<file path="config.mk">
export PLATFORM = sky130hd
export DESIGN_NAME = mc_ctrl_flat
export DESIGN_NICKNAME = d
export VERILOG_FILES = /design/src/rtl/mc_ctrl_pkg.sv /design/src/rtl/mc_ctrl_if.sv /design/src/rtl/mc_ctrl_dec.sv /design/src/rtl/mc_ctrl.sv /design/src/flat_wrapper.sv
export SDC_FILE = /design/constraint.sdc
export NUM_CORES = 1
export LEC_CHECK = 0
export BUFFER_PORTS_ARGS = -buffer_cell sky130_fd_sc_hd__buf_2
export CAP_MARGIN = 15
export CORE_MARGIN = 4
export CORE_UTILIZATION = 35
export DETAILED_ROUTE_END_ITERATION = 6
export PLACE_DENSITY_LB_ADDON = 0.2
export SYNTH_ARGS = -nofsm -noshare
export SYNTH_HDL_FRONTEND = slang
export SYNTH_SLANG_ARGS = --single-unit
</file>
<file path="constraint.sdc">
create_clock -name clk -period 3.1 [get_ports clk]
set_clock_uncertainty 0.05 [all_clocks]
set_input_delay 0.31 -clock clk [delete_from_list [all_inputs] [get_ports clk]]
set_output_delay 0.31 -clock clk [all_outputs]
set_load 0.02 [all_outputs]
</file>
<file path="src/rtl/mc_ctrl_pkg.sv">
// mc_ctrl_pkg: shared constants and types for the multi-cycle control unit.
// State codes, opcode/funct values, datapath mux encodings, decoder class.
package mc_ctrl_pkg;

   typedef logic [3:0] state_t;

   localparam state_t S_INIT     = 4'd0;
   localparam state_t S_FETCH    = 4'd1;
   localparam state_t S_DECODE   = 4'd2;
   localparam state_t S_EXE_R    = 4'd3;
   localparam state_t S_WB_R     = 4'd4;
   localparam state_t S_EXE_I    = 4'd5;
   localparam state_t S_WB_I     = 4'd6;
   localparam state_t S_MEM_ADDR = 4'd7;
   localparam state_t S_MEM_RD   = 4'd8;
   localparam state_t S_WB_MEM   = 4'd9;
   localparam state_t S_MEM_WR   = 4'd10;
   localparam state_t S_BRANCH   = 4'd11;
   localparam state_t S_JUMP     = 4'd12;
   localparam state_t S_JAL      = 4'd13;
   localparam state_t S_JR       = 4'd14;
   localparam state_t S_TRAP     = 4'd15;

   localparam logic [5:0] OP_RTYPE = 6'b000000;
   localparam logic [5:0] OP_ORI   = 6'b001101;
   localparam logic [5:0] OP_LUI   = 6'b001111;
   localparam logic [5:0] OP_ADDI  = 6'b001000;
   localparam logic [5:0] OP_LW    = 6'b100011;
   localparam logic [5:0] OP_LB    = 6'b100000;
   localparam logic [5:0] OP_SW    = 6'b101011;
   localparam logic [5:0] OP_SB    = 6'b101000;
   localparam logic [5:0] OP_BEQ   = 6'b000100;
   localparam logic [5:0] OP_J     = 6'b000010;
   localparam logic [5:0] OP_JAL   = 6'b000011;

   localparam logic [5:0] FN_ADDU  = 6'b100001;
   localparam logic [5:0] FN_SUBU  = 6'b100011;
   localparam logic [5:0] FN_JR    = 6'b001000;

   localparam logic [2:0] WD_ALU   = 3'b000;
   localparam logic [2:0] WD_DR    = 3'b001;
   localparam logic [2:0] WD_PC4   = 3'b010;

   localparam logic [1:0] GS_RT    = 2'b00;
   localparam logic [1:0] GS_RD    = 2'b01;
   localparam logic [1:0] GS_R30   = 2'b10;
   localparam logic [1:0] GS_R31   = 2'b11;

   localparam logic [1:0] EXT_ZERO = 2'b00;
   localparam logic [1:0] EXT_SIGN = 2'b01;
   localparam logic [1:0] EXT_HI   = 2'b10;

   localparam logic [1:0] ALU_ADD  = 2'b00;
   localparam logic [1:0] ALU_SUB  = 2'b01;
   localparam logic [1:0] ALU_OR   = 2'b10;

   localparam logic [1:0] NPC_PC4  = 2'b00;
   localparam logic [1:0] NPC_BR   = 2'b01;
   localparam logic [1:0] NPC_J    = 2'b10;
   localparam logic [1:0] NPC_JR   = 2'b11;

   localparam logic [1:0] ASEL_ALU = 2'b00;
   localparam logic [1:0] ASEL_B   = 2'b01;

   // One-hot instruction class; exactly one bit set for any opcode/funct.
   typedef struct packed {
      logic addu;
      logic subu;
      logic jr;
      logic ori;
      logic lui;
      logic addi;
      logic load;
      logic store;
      logic beq;
      logic j;
      logic jal;
      logic ill;
   } cls_t;

   // Per-state control word driven onto the datapath.
   typedef struct packed {
      logic       pc_wr;
      logic       ir_wr;
      logic       gpr_wr;
      logic       b_sel;
      logic       dm_wr;
      logic       mem_byte;
      logic [2:0] wd_sel;
      logic [1:0] gpr_sel;
      logic [1:0] ext_op;
      logic [1:0] alu_op;
      logic [1:0] npc_op;
      logic [1:0] alu_sel;
      logic       illegal;
   } ctrl_t;

endpackage

</file>
<file path="src/rtl/mc_ctrl_if.sv">
// mc_ctrl_if: datapath <-> control bundle.
// master = control unit (drives enables/selects), slave = datapath.
interface mc_ctrl_if #(
   parameter int CNT_W = 32
);
   logic [5:0]       opcode;
   logic [5:0]       funct;
   logic             zero;
   logic             flow;
   logic             PCWr;
   logic             IRWr;
   logic             GPRWr;
   logic             Bsel;
   logic             DMWr;
   logic             MemByte;
   logic [2:0]       WDsel;
   logic [1:0]       GPRsel;
   logic [1:0]       Extop;
   logic [1:0]       ALUOp;
   logic [1:0]       NPCOp;
   logic [1:0]       ALUsel;
   logic             illegal;
   logic [CNT_W-1:0] retired;

   modport master (
      input  opcode, funct, zero, flow,
      output PCWr, IRWr, GPRWr, Bsel, DMWr, MemByte,
      output WDsel, GPRsel, Extop, ALUOp, NPCOp, ALUsel,
      output illegal, retired
   );

   modport slave (
      output opcode, funct, zero, flow,
      input  PCWr, IRWr, GPRWr, Bsel, DMWr, MemByte,
      input  WDsel, GPRsel, Extop, ALUOp, NPCOp, ALUsel,
      input  illegal, retired
   );
endinterface

</file>
<file path="src/rtl/mc_ctrl_dec.sv">
// mc_ctrl_dec: combinational opcode/funct -> one-hot instruction class.
// Ports: opcode, funct in; cls (one-hot), is_byte, is_store, is_addi out.
module mc_ctrl_dec
   import mc_ctrl_pkg::*;
(
   input  logic [5:0] opcode,
   input  logic [5:0] funct,
   output cls_t       cls,
   output logic       is_byte,
   output logic       is_store,
   output logic       is_addi
);

   always_comb begin
      cls = '0;
      case (opcode)
         OP_RTYPE: begin
            case (funct)
               FN_ADDU: cls.addu = 1'b1;
               FN_SUBU: cls.subu = 1'b1;
               FN_JR:   cls.jr   = 1'b1;
               default: cls.ill  = 1'b1;
            endcase
         end
         OP_ORI:       cls.ori   = 1'b1;
         OP_LUI:       cls.lui   = 1'b1;
         OP_ADDI:      cls.addi  = 1'b1;
         OP_LW, OP_LB: cls.load  = 1'b1;
         OP_SW, OP_SB: cls.store = 1'b1;
         OP_BEQ:       cls.beq   = 1'b1;
         OP_J:         cls.j     = 1'b1;
         OP_JAL:       cls.jal   = 1'b1;
         default:      cls.ill   = 1'b1;
      endcase
   end

   assign is_byte  = (opcode == OP_LB) || (opcode == OP_SB);
   assign is_store = cls.store;
   assign is_addi  = cls.addi;

endmodule

</file>
<file path="src/rtl/mc_ctrl.sv">
// mc_ctrl: Moore multi-cycle control FSM for the MIPS-subset datapath.
// Ports: clk, rst (sync, active-high), bus (mc_ctrl_if.master).
module mc_ctrl
   import mc_ctrl_pkg::*;
#(
   parameter int CNT_W = 32
) (
   input  logic         clk,
   input  logic         rst,
   mc_ctrl_if.master    bus
);

   state_t           st;
   state_t           nxt;
   logic             ovf_q;
   logic [CNT_W-1:0] ret_q;
   cls_t             cls;
   logic             is_byte;
   logic             is_store;
   logic             is_addi;
   ctrl_t            c;

   mc_ctrl_dec u_dec (
      .opcode   (bus.opcode),
      .funct    (bus.funct),
      .cls      (cls),
      .is_byte  (is_byte),
      .is_store (is_store),
      .is_addi  (is_addi)
   );

   always_comb begin
      nxt = st;
      unique case (st)
         S_INIT:   nxt = S_FETCH;
         S_FETCH:  nxt = S_DECODE;
         S_DECODE: begin
            unique case (1'b1)
               cls.addu,
               cls.subu:  nxt = S_EXE_R;
               cls.jr:    nxt = S_JR;
               cls.ori,
               cls.lui,
               cls.addi:  nxt = S_EXE_I;
               cls.load,
               cls.store: nxt = S_MEM_ADDR;
               cls.beq:   nxt = S_BRANCH;
               cls.j:     nxt = S_JUMP;
               cls.jal:   nxt = S_JAL;
               default:   nxt = S_TRAP;
            endcase
         end
         S_EXE_R:    nxt = S_WB_R;
         S_EXE_I:    nxt = S_WB_I;
         S_MEM_ADDR: nxt = is_store ? S_MEM_WR : S_MEM_RD;
         S_MEM_RD:   nxt = S_WB_MEM;
         S_WB_R,
         S_WB_I,
         S_WB_MEM,
         S_MEM_WR,
         S_BRANCH,
         S_JUMP,
         S_JAL,
         S_JR:       nxt = S_FETCH;
         S_TRAP:     nxt = S_TRAP;
         default:    nxt = S_INIT;
      endcase
   end

   // Every return to FETCH except the one out of INIT retires an
   // instruction, including an addi whose write was suppressed.
   always_ff @(posedge clk) begin
      if (rst) begin
         st    <= S_INIT;
         ovf_q <= 1'b0;
         ret_q <= '0;
      end else begin
         st <= nxt;
         if (st == S_EXE_I)
            ovf_q <= bus.flow;
         if (nxt == S_FETCH && st != S_INIT)
            ret_q <= ret_q + CNT_W'(1);
      end
   end

   always_comb begin
      c = '0;
      unique case (st)
         S_FETCH: begin
            c.pc_wr  = 1'b1;
            c.ir_wr  = 1'b1;
            c.npc_op = NPC_PC4;
         end
         S_EXE_R,
         S_WB_R: begin
            c.b_sel  = 1'b0;
            c.alu_op = cls.subu ? ALU_SUB : ALU_ADD;
            if (st == S_WB_R) begin
               c.gpr_wr  = 1'b1;
               c.gpr_sel = GS_RD;
               c.wd_sel  = WD_ALU;
            end
         end
         S_EXE_I,
         S_WB_I: begin
            c.b_sel = 1'b1;
            unique case (1'b1)
               cls.ori: begin
                  c.ext_op = EXT_ZERO;
                  c.alu_op = ALU_OR;
               end
               cls.lui: begin
                  c.ext_op  = EXT_HI;
                  c.alu_sel = ASEL_B;
               end
               default: begin
                  c.ext_op = EXT_SIGN;
                  c.alu_op = ALU_ADD;
               end
            endcase
            // Signed overflow on addi discards the result.
            if (st == S_WB_I) begin
               c.gpr_sel = GS_RT;
               c.wd_sel  = WD_ALU;
               c.gpr_wr  = !(is_addi && ovf_q);
            end
         end
         S_MEM_ADDR: begin
            c.b_sel  = 1'b1;
            c.ext_op = EXT_SIGN;
            c.alu_op = ALU_ADD;
         end
         S_MEM_RD: begin
            c.mem_byte = is_byte;
         end
         S_WB_MEM: begin
            c.gpr_wr   = 1'b1;
            c.gpr_sel  = GS_RT;
            c.wd_sel   = WD_DR;
            c.mem_byte = is_byte;
         end
         S_MEM_WR: begin
            c.dm_wr    = 1'b1;
            c.mem_byte = is_byte;
         end
         S_BRANCH: begin
            c.b_sel  = 1'b0;
            c.alu_op = ALU_SUB;
            c.npc_op = NPC_BR;
            c.pc_wr  = bus.zero;
         end
         S_JUMP: begin
            c.pc_wr  = 1'b1;
            c.npc_op = NPC_J;
         end
         S_JAL: begin
            c.pc_wr   = 1'b1;
            c.npc_op  = NPC_J;
            c.gpr_wr  = 1'b1;
            c.gpr_sel = GS_R31;
            c.wd_sel  = WD_PC4;
         end
         S_JR: begin
            c.pc_wr  = 1'b1;
            c.npc_op = NPC_JR;
         end
         S_TRAP: begin
            c.illegal = 1'b1;
         end
         default: begin
            c = '0;
         end
      endcase
   end

   assign bus.PCWr    = c.pc_wr;
   assign bus.IRWr    = c.ir_wr;
   assign bus.GPRWr   = c.gpr_wr;
   assign bus.Bsel    = c.b_sel;
   assign bus.DMWr    = c.dm_wr;
   assign bus.MemByte = c.mem_byte;
   assign bus.WDsel   = c.wd_sel;
   assign bus.GPRsel  = c.gpr_sel;
   assign bus.Extop   = c.ext_op;
   assign bus.ALUOp   = c.alu_op;
   assign bus.NPCOp   = c.npc_op;
   assign bus.ALUsel  = c.alu_sel;
   assign bus.illegal = c.illegal;
   assign bus.retired = ret_q;

endmodule
</file>
<file path="src/flat_wrapper.sv">
// flat-port wrapper written by rule: the top's interface ports become plain ports
module mc_ctrl_flat import mc_ctrl_pkg::*;
#(
   parameter int CNT_W = 32
)
  (clk, rst, bus_opcode, bus_funct, bus_zero, bus_flow, bus_PCWr, bus_IRWr, bus_GPRWr, bus_Bsel, bus_DMWr, bus_MemByte, bus_WDsel, bus_GPRsel, bus_Extop, bus_ALUOp, bus_NPCOp, bus_ALUsel, bus_illegal, bus_retired);
  mc_ctrl_if #(.CNT_W(CNT_W)) bus_i ();
  input  logic clk;
  input  logic rst;
  input wire logic [$bits(bus_i.opcode)-1:0] bus_opcode;
  input wire logic [$bits(bus_i.funct)-1:0] bus_funct;
  input wire logic [$bits(bus_i.zero)-1:0] bus_zero;
  input wire logic [$bits(bus_i.flow)-1:0] bus_flow;
  output wire logic [$bits(bus_i.PCWr)-1:0] bus_PCWr;
  output wire logic [$bits(bus_i.IRWr)-1:0] bus_IRWr;
  output wire logic [$bits(bus_i.GPRWr)-1:0] bus_GPRWr;
  output wire logic [$bits(bus_i.Bsel)-1:0] bus_Bsel;
  output wire logic [$bits(bus_i.DMWr)-1:0] bus_DMWr;
  output wire logic [$bits(bus_i.MemByte)-1:0] bus_MemByte;
  output wire logic [$bits(bus_i.WDsel)-1:0] bus_WDsel;
  output wire logic [$bits(bus_i.GPRsel)-1:0] bus_GPRsel;
  output wire logic [$bits(bus_i.Extop)-1:0] bus_Extop;
  output wire logic [$bits(bus_i.ALUOp)-1:0] bus_ALUOp;
  output wire logic [$bits(bus_i.NPCOp)-1:0] bus_NPCOp;
  output wire logic [$bits(bus_i.ALUsel)-1:0] bus_ALUsel;
  output wire logic [$bits(bus_i.illegal)-1:0] bus_illegal;
  output wire logic [$bits(bus_i.retired)-1:0] bus_retired;
  assign bus_i.opcode = bus_opcode;
  assign bus_i.funct = bus_funct;
  assign bus_i.zero = bus_zero;
  assign bus_i.flow = bus_flow;
  assign bus_PCWr = bus_i.PCWr;
  assign bus_IRWr = bus_i.IRWr;
  assign bus_GPRWr = bus_i.GPRWr;
  assign bus_Bsel = bus_i.Bsel;
  assign bus_DMWr = bus_i.DMWr;
  assign bus_MemByte = bus_i.MemByte;
  assign bus_WDsel = bus_i.WDsel;
  assign bus_GPRsel = bus_i.GPRsel;
  assign bus_Extop = bus_i.Extop;
  assign bus_ALUOp = bus_i.ALUOp;
  assign bus_NPCOp = bus_i.NPCOp;
  assign bus_ALUsel = bus_i.ALUsel;
  assign bus_illegal = bus_i.illegal;
  assign bus_retired = bus_i.retired;
  mc_ctrl #(.CNT_W(CNT_W)) u_core (.clk(clk), .rst(rst), .bus(bus_i));
endmodule
</file>
Word level (Yosys, flattened, before mapping). Cells that the tools add are included.

Flip-flop bits (word level): 37. Latch bits: 0. Bits in writable memories: 0. Memory bits (read-only): 0. Memories kept: 0.

$add $sub $neg: 1. Multiply operators: 0. Div/mod/pow operators: 0. $lt $le $gt $ge: 0. Eq/ne operators: 29. Shift operators: 0. Muxes and demuxes: 34. Bitwise gates (word level): 0. Reductions and logical operators: 20.

Operators with widths (count): 6-bit == test (second input constant) (6); 32-bit by 1-bit adder with 32-bit output (second input constant) (1); 4-bit == test (second input constant) (8); 4-bit case mux with 8 select lines (1); 4-bit case mux with 7 select lines (1); 6-bit by 4-bit == test with 1-bit output (second input constant) (4); 1-bit two-way mux (21); 4-bit by 3-bit == test with 1-bit output (second input constant) (4); 2-bit OR reduction (8); 6-bit by 2-bit == test with 1-bit output (second input constant) (2); 2-bit case mux with 3 select lines (2); 4-bit case mux with 3 select lines (1); 3-bit OR reduction (3); 9-bit OR reduction (1); 4-bit by 1-bit == test with 1-bit output (second input constant) (2); 4-bit by 2-bit == test with 1-bit output (second input constant) (2); 2-bit case mux with 2 select lines (2); 6-bit by 3-bit == test with 1-bit output (second input constant) (1); 6-bit zero test (1); 2-bit two-way mux (3); 4-bit zero test (1); 4-bit nonzero test (1); 4-bit OR reduction (1); 3-bit two-way mux (1); 5 further kinds (6).

Depth between registers and ports, before layout.
Depth after elaboration: 8. Mapped depth: 9. Mapped depth without buffers: 6.

Hierarchy. Synthesis repeated with hierarchy kept, for this count alone.

Cells, all modules: 318. Area, all modules: 2382.3 sq um.

Modules (own cells, without submodules): mc_ctrl (times used 1, cells an instance 278, area each 2138.3 sq um, sequential area each 740.7 sq um); mc_ctrl_dec (times used 1, cells an instance 40, area each 244.0 sq um, sequential area each 0.0 sq um).

Least setup slack after synthesis. No wires, ideal clock.

Kind: register to output. From: reg u_core.st[0]. To: out bus_ALUOp[1]. Data arrival time: 1.921 ns. Setup slack: 0.819 ns. Stages on the path, launching flop included: 4. Buffers on the path: 1. Cell sequence: dfxtp_1 clkbuf_1 nand2b_1 a2111oi_0.

Cells in the longest elaborated chain, start to end: 3. Elaborated cells between the ends (all ways): 8. Those cells by class: 5 x eq/ne; 1 x mux; 2 x reduce/logical.

Ends and longest elaborated chain: from (decl) (line mc_ctrl.sv:13) `state_t st;`; from (signal assigned) (line mc_ctrl.sv:78) `st <= nxt;`; 4-bit by 3-bit == test with 1-bit output or 4-bit by 2-bit == test with 1-bit output (tied branches) (line mc_ctrl.sv:88) `unique case (st)`; 2-bit OR reduction (line mc_ctrl.sv:88); 2-bit case mux with 3 select lines * (line mc_ctrl.sv:88); to (decl) (line flat_wrapper.sv:23) `output wire logic [$bits(bus_i.ALUOp)-1:0] bus_ALUOp;`.

Every way passes the cells marked *; elsewhere a longest branch is shown, timed or not.

Final worst setup path.
From: reg u_core.st[2]. To: reg u_core.ret_q[29] (netlist: u_core.bus.retired[29]).

Cells in the longest elaborated chain, start to end: 5. Elaborated cells between the ends (all ways): 21. Those cells by class: 16 x eq/ne; 1 x mux; 4 x reduce/logical.

Ends and longest elaborated chain: 4-bit == test, or another cell as far along (line mc_ctrl.sv:34) `unique case (st)`; 9-bit OR reduction (no line); 4-bit case mux with 8 select lines (line mc_ctrl.sv:34); 4-bit by 1-bit == test with 1-bit output (line mc_ctrl.sv:81) `if (nxt == S_FETCH && st != S_INIT)`; 1-bit logical AND * (line mc_ctrl.sv:81); to (signal assigned) (line mc_ctrl.sv:82) `ret_q <= ret_q + CNT_W'(1);`; to (decl) (line mc_ctrl.sv:16) `logic [CNT_W-1:0] ret_q;`.

Marked as above. A chain may end at the register's enable or synchronous reset.

==> run metrics <==
Die Height=91.9 µm; final hold slack=0.238 ns; Placed Cells=452; worst path required time=3.26 ns; DRT iter0 DRCs=189; Post-synth top flop=dfxtp_1; biggest area consumer among synthesized cells=dfxtp_1; final period demand of the worst path=2.72 ns; max frequency=368 MHz; Switching Fraction=40.2%; syn avg cell area=7.94 µm²; fill count=729; post-route ant nets=0; Setup Buffers After CTS=0; Logic pwr share=40.4%; WP data arrival=2.88 ns; die area=8440 µm²; Post-Syn Area=2460 µm²; Total Routing Usage GR=15.5%; final net count=380; First-pass DRT Iterations=4; Post-synth EDFFs=0; Setup violations, final=0; worst hold path class=in -> reg; Root Driver=clkbuf_8; FFs w/ async S/R, synth=0%; PostCTS Resize Cnt=0; Post-Route WL=6540 µm; Residual DRC=0; WP depth=7; Hold Vio Cnt, Final=0; max incr delay on CP=0.63 ns; Warnings, synthesis=0; Seq pwr share=38.4%; P_sw=604 µW; slowest CP cell=dfxtp_1; GP Congestion=0.844; WS Path Type=reg -> reg; I/O Pins=68; number of global-route vias before repair=2,283; most used cell, CP=a21oi_1; reg2reg path depth=7; maxcap violations=0; clk_lat worst skew=0.28 ns; initial antenna violation count=0; Clock power frac=21.2%; Design Area, Final=2900 µm²; status=finished, final reports clean; cells along the critical path=and2b_1 -> a21oi_1 -> a2bb2oi_2 -> nand3_2 -> buf_12 -> or4_1 -> a21oi_1; power per cell area=519 nW/µm²; VDD IR max=0.229 mV; WP buf/inv=1; routed vias/inst=5.51; Site Rows=30; Non-Filler Instances=460; Hold-fix buffers, CTS=0; layout cells sized above 1=24.2%; crit share post-route=87.6%; hpwl dp=4730 µm; CTS Buf Count=5; CP max FO=20; Distinct cells, synth=62; Leak Pwr=0.00110 µW; Avg WL per Cell=14.2 µm; Seq/Total Area, Yosys=30.1%; Synth top area share=30.1%; Final TNS setup=0 ns; Worst-Margin Slew=0.745 ns; number of synthesized register bits=37; antenna diode count=0; clock-pin slew on the worst setup and hold paths=0.07 ns; clk buf depth=2; top cells by area, synth=dfxtp_1 30%, a21oi_1 7.1%, o31ai_1 5.2%; DIE WIDTH=91.9 µm; unrepaired setup endpoints after global routing=no; cell depth of the worst min-delay path=3; Initial Utilization=36.2%; Clock Sinks=37; Slew Viols, Final=0; core area=6790 µm²; Area Growth Syn to Fin=17.7%; vias=2,535; first-pass GRT wire length=11,000 µm; cell family with most CP delay=simple AND/OR/NAND/NOR gates; crit path launch type=flop; critical path endpoint category=flop; GR Overflow Total=0; Slew headroom=50.3%; largest net degree at the start of global routing=41; Port Buf Inserts=65; Syn Inst Count=310; Internal=899 µW; CTS tree=yes; Post-Place Cell Area=2820 µm²; H-tree depth=2
## tightest hold or removal path: stages
cell	delay, ns
buf_2	0.10
nand4_1	0.06
a21oi_1	0.05
## area by class of cell
cell class / instances / area (µm²) / share of cell area, %
multi-input cells: 243 / 1560 / 53.8
inverters: 6 / 22.5 / 0.777
repair buffers: 70 / 375 / 13.0
clock buffers: 8 / 80.1 / 2.76
well taps: 96 / 120 / 4.15
flip-flops and latches: 37 / 741 / 25.6
## power groups by stage
| stage | logic, µW | registers (µW) | clock network, µW |
|---|---|---|---|
| 2_1_floorplan | 506 | 537 | 0 |
| 3_3_place_gp | 601 | 582 | 0 |
| 3_5_place_dp | 606 | 586 | 0 |
| 4_1_cts | 608 | 575 | 331 |
| 5_1_grt | 665 | 587 | 350 |
| 6_report | 607 | 577 | 318 |
## layout by cell type, fill, tap and decap left out, drive strengths merged, types with 2 or more instances in the layout
cell type	synthesis	layout
and3	4	4
dfxtp	37	37
nor3	8	8
or3	10	10
nand2	15	15
and2	5	5
nand2b	7	7
or4	15	15
conb	1	2
nor2b	4	4
a2111oi	3	3
and4	4	4
nand4	15	15
o21bai	2	2
xor2	5	5
nor3b	3	3
o21ai	17	17
mux2i	2	2
or4b	2	2
a211o	2	2
nand3	13	13
o211ai	2	2
a21oi	35	35
inv	6	6
o21ba	2	2
nor4	3	3
o31ai	17	17
or3b	2	2
nor2	23	23
buf	15	70
mux2	2	2
clkbuf	10	8
## stage by stage
stage               power [µW]  worst slack [ns]  util (%)
global placement          1180             0.508      41.5
detailed placement        1190             0.420      41.5
global route              1600             0.148      42.7
CTS                       1510             0.402      42.7
finish                    1500             0.385      42.7
floorplan                 1040             0.819         -
## cells by family after synthesis
logic type               count (synthesis)  share of synthesized area [%]
other                                    1                          0.152
AO/OA/AOI/OAI                           91                           24.2
flip-flops                              37                           30.1
adder cells (fa/ha/maj)                  2                          0.915
buffers and inverters                   31                           6.71
multiplexers                             4                           1.73
AND/OR/NAND/NOR                        139                           34.1
XOR/XNOR                                 5                           2.08
## per-layer routing
layer	up-vias	wire, µm	global-route usage, %
met5	-	0	0
met4	0	68	4.46
met3	6	353	3.86
met2	62	2820	23.1
met1	1176	3300	22.1
li1	1291	-	-
## synth_stat cells, types with 3 or more instances
cell and count:
nand4_1 15, nor3_1 7, or4_1 15, o21ai_0 9, a2111oi_0 3, and3_1 4, a21oi_1 35, and4_1 4
inv_1 6, o21ai_1 7, o31ai_1 17, clkbuf_1 10, nor2_1 23, and2_1 5, nand3_1 12, nor2b_1 4
nand2b_1 7, or3_1 10, buf_4 7, nor4_1 3, nand2_1 15, dfxtp_1 37, buf_2 6, xor2_1 4
## final timing paths
path                                             start                      to  slack, ns
worst min register to register  u_core.bus.retired[31]  u_core.bus.retired[31]       0.43
worst min-delay path                          bus_flow            u_core.ovf_q       0.24
worst max-delay path                      u_core.st[2]  u_core.bus.retired[29]       0.38
worst max register to register            u_core.st[2]  u_core.bus.retired[29]       0.38
## registers in the layout (all words and copies together), names as in the netlist
register and cells:
u_core.bus.retired 32, u_core.st 4, u_core.ovf_q 1
Power figures use the tool's default switching activity.
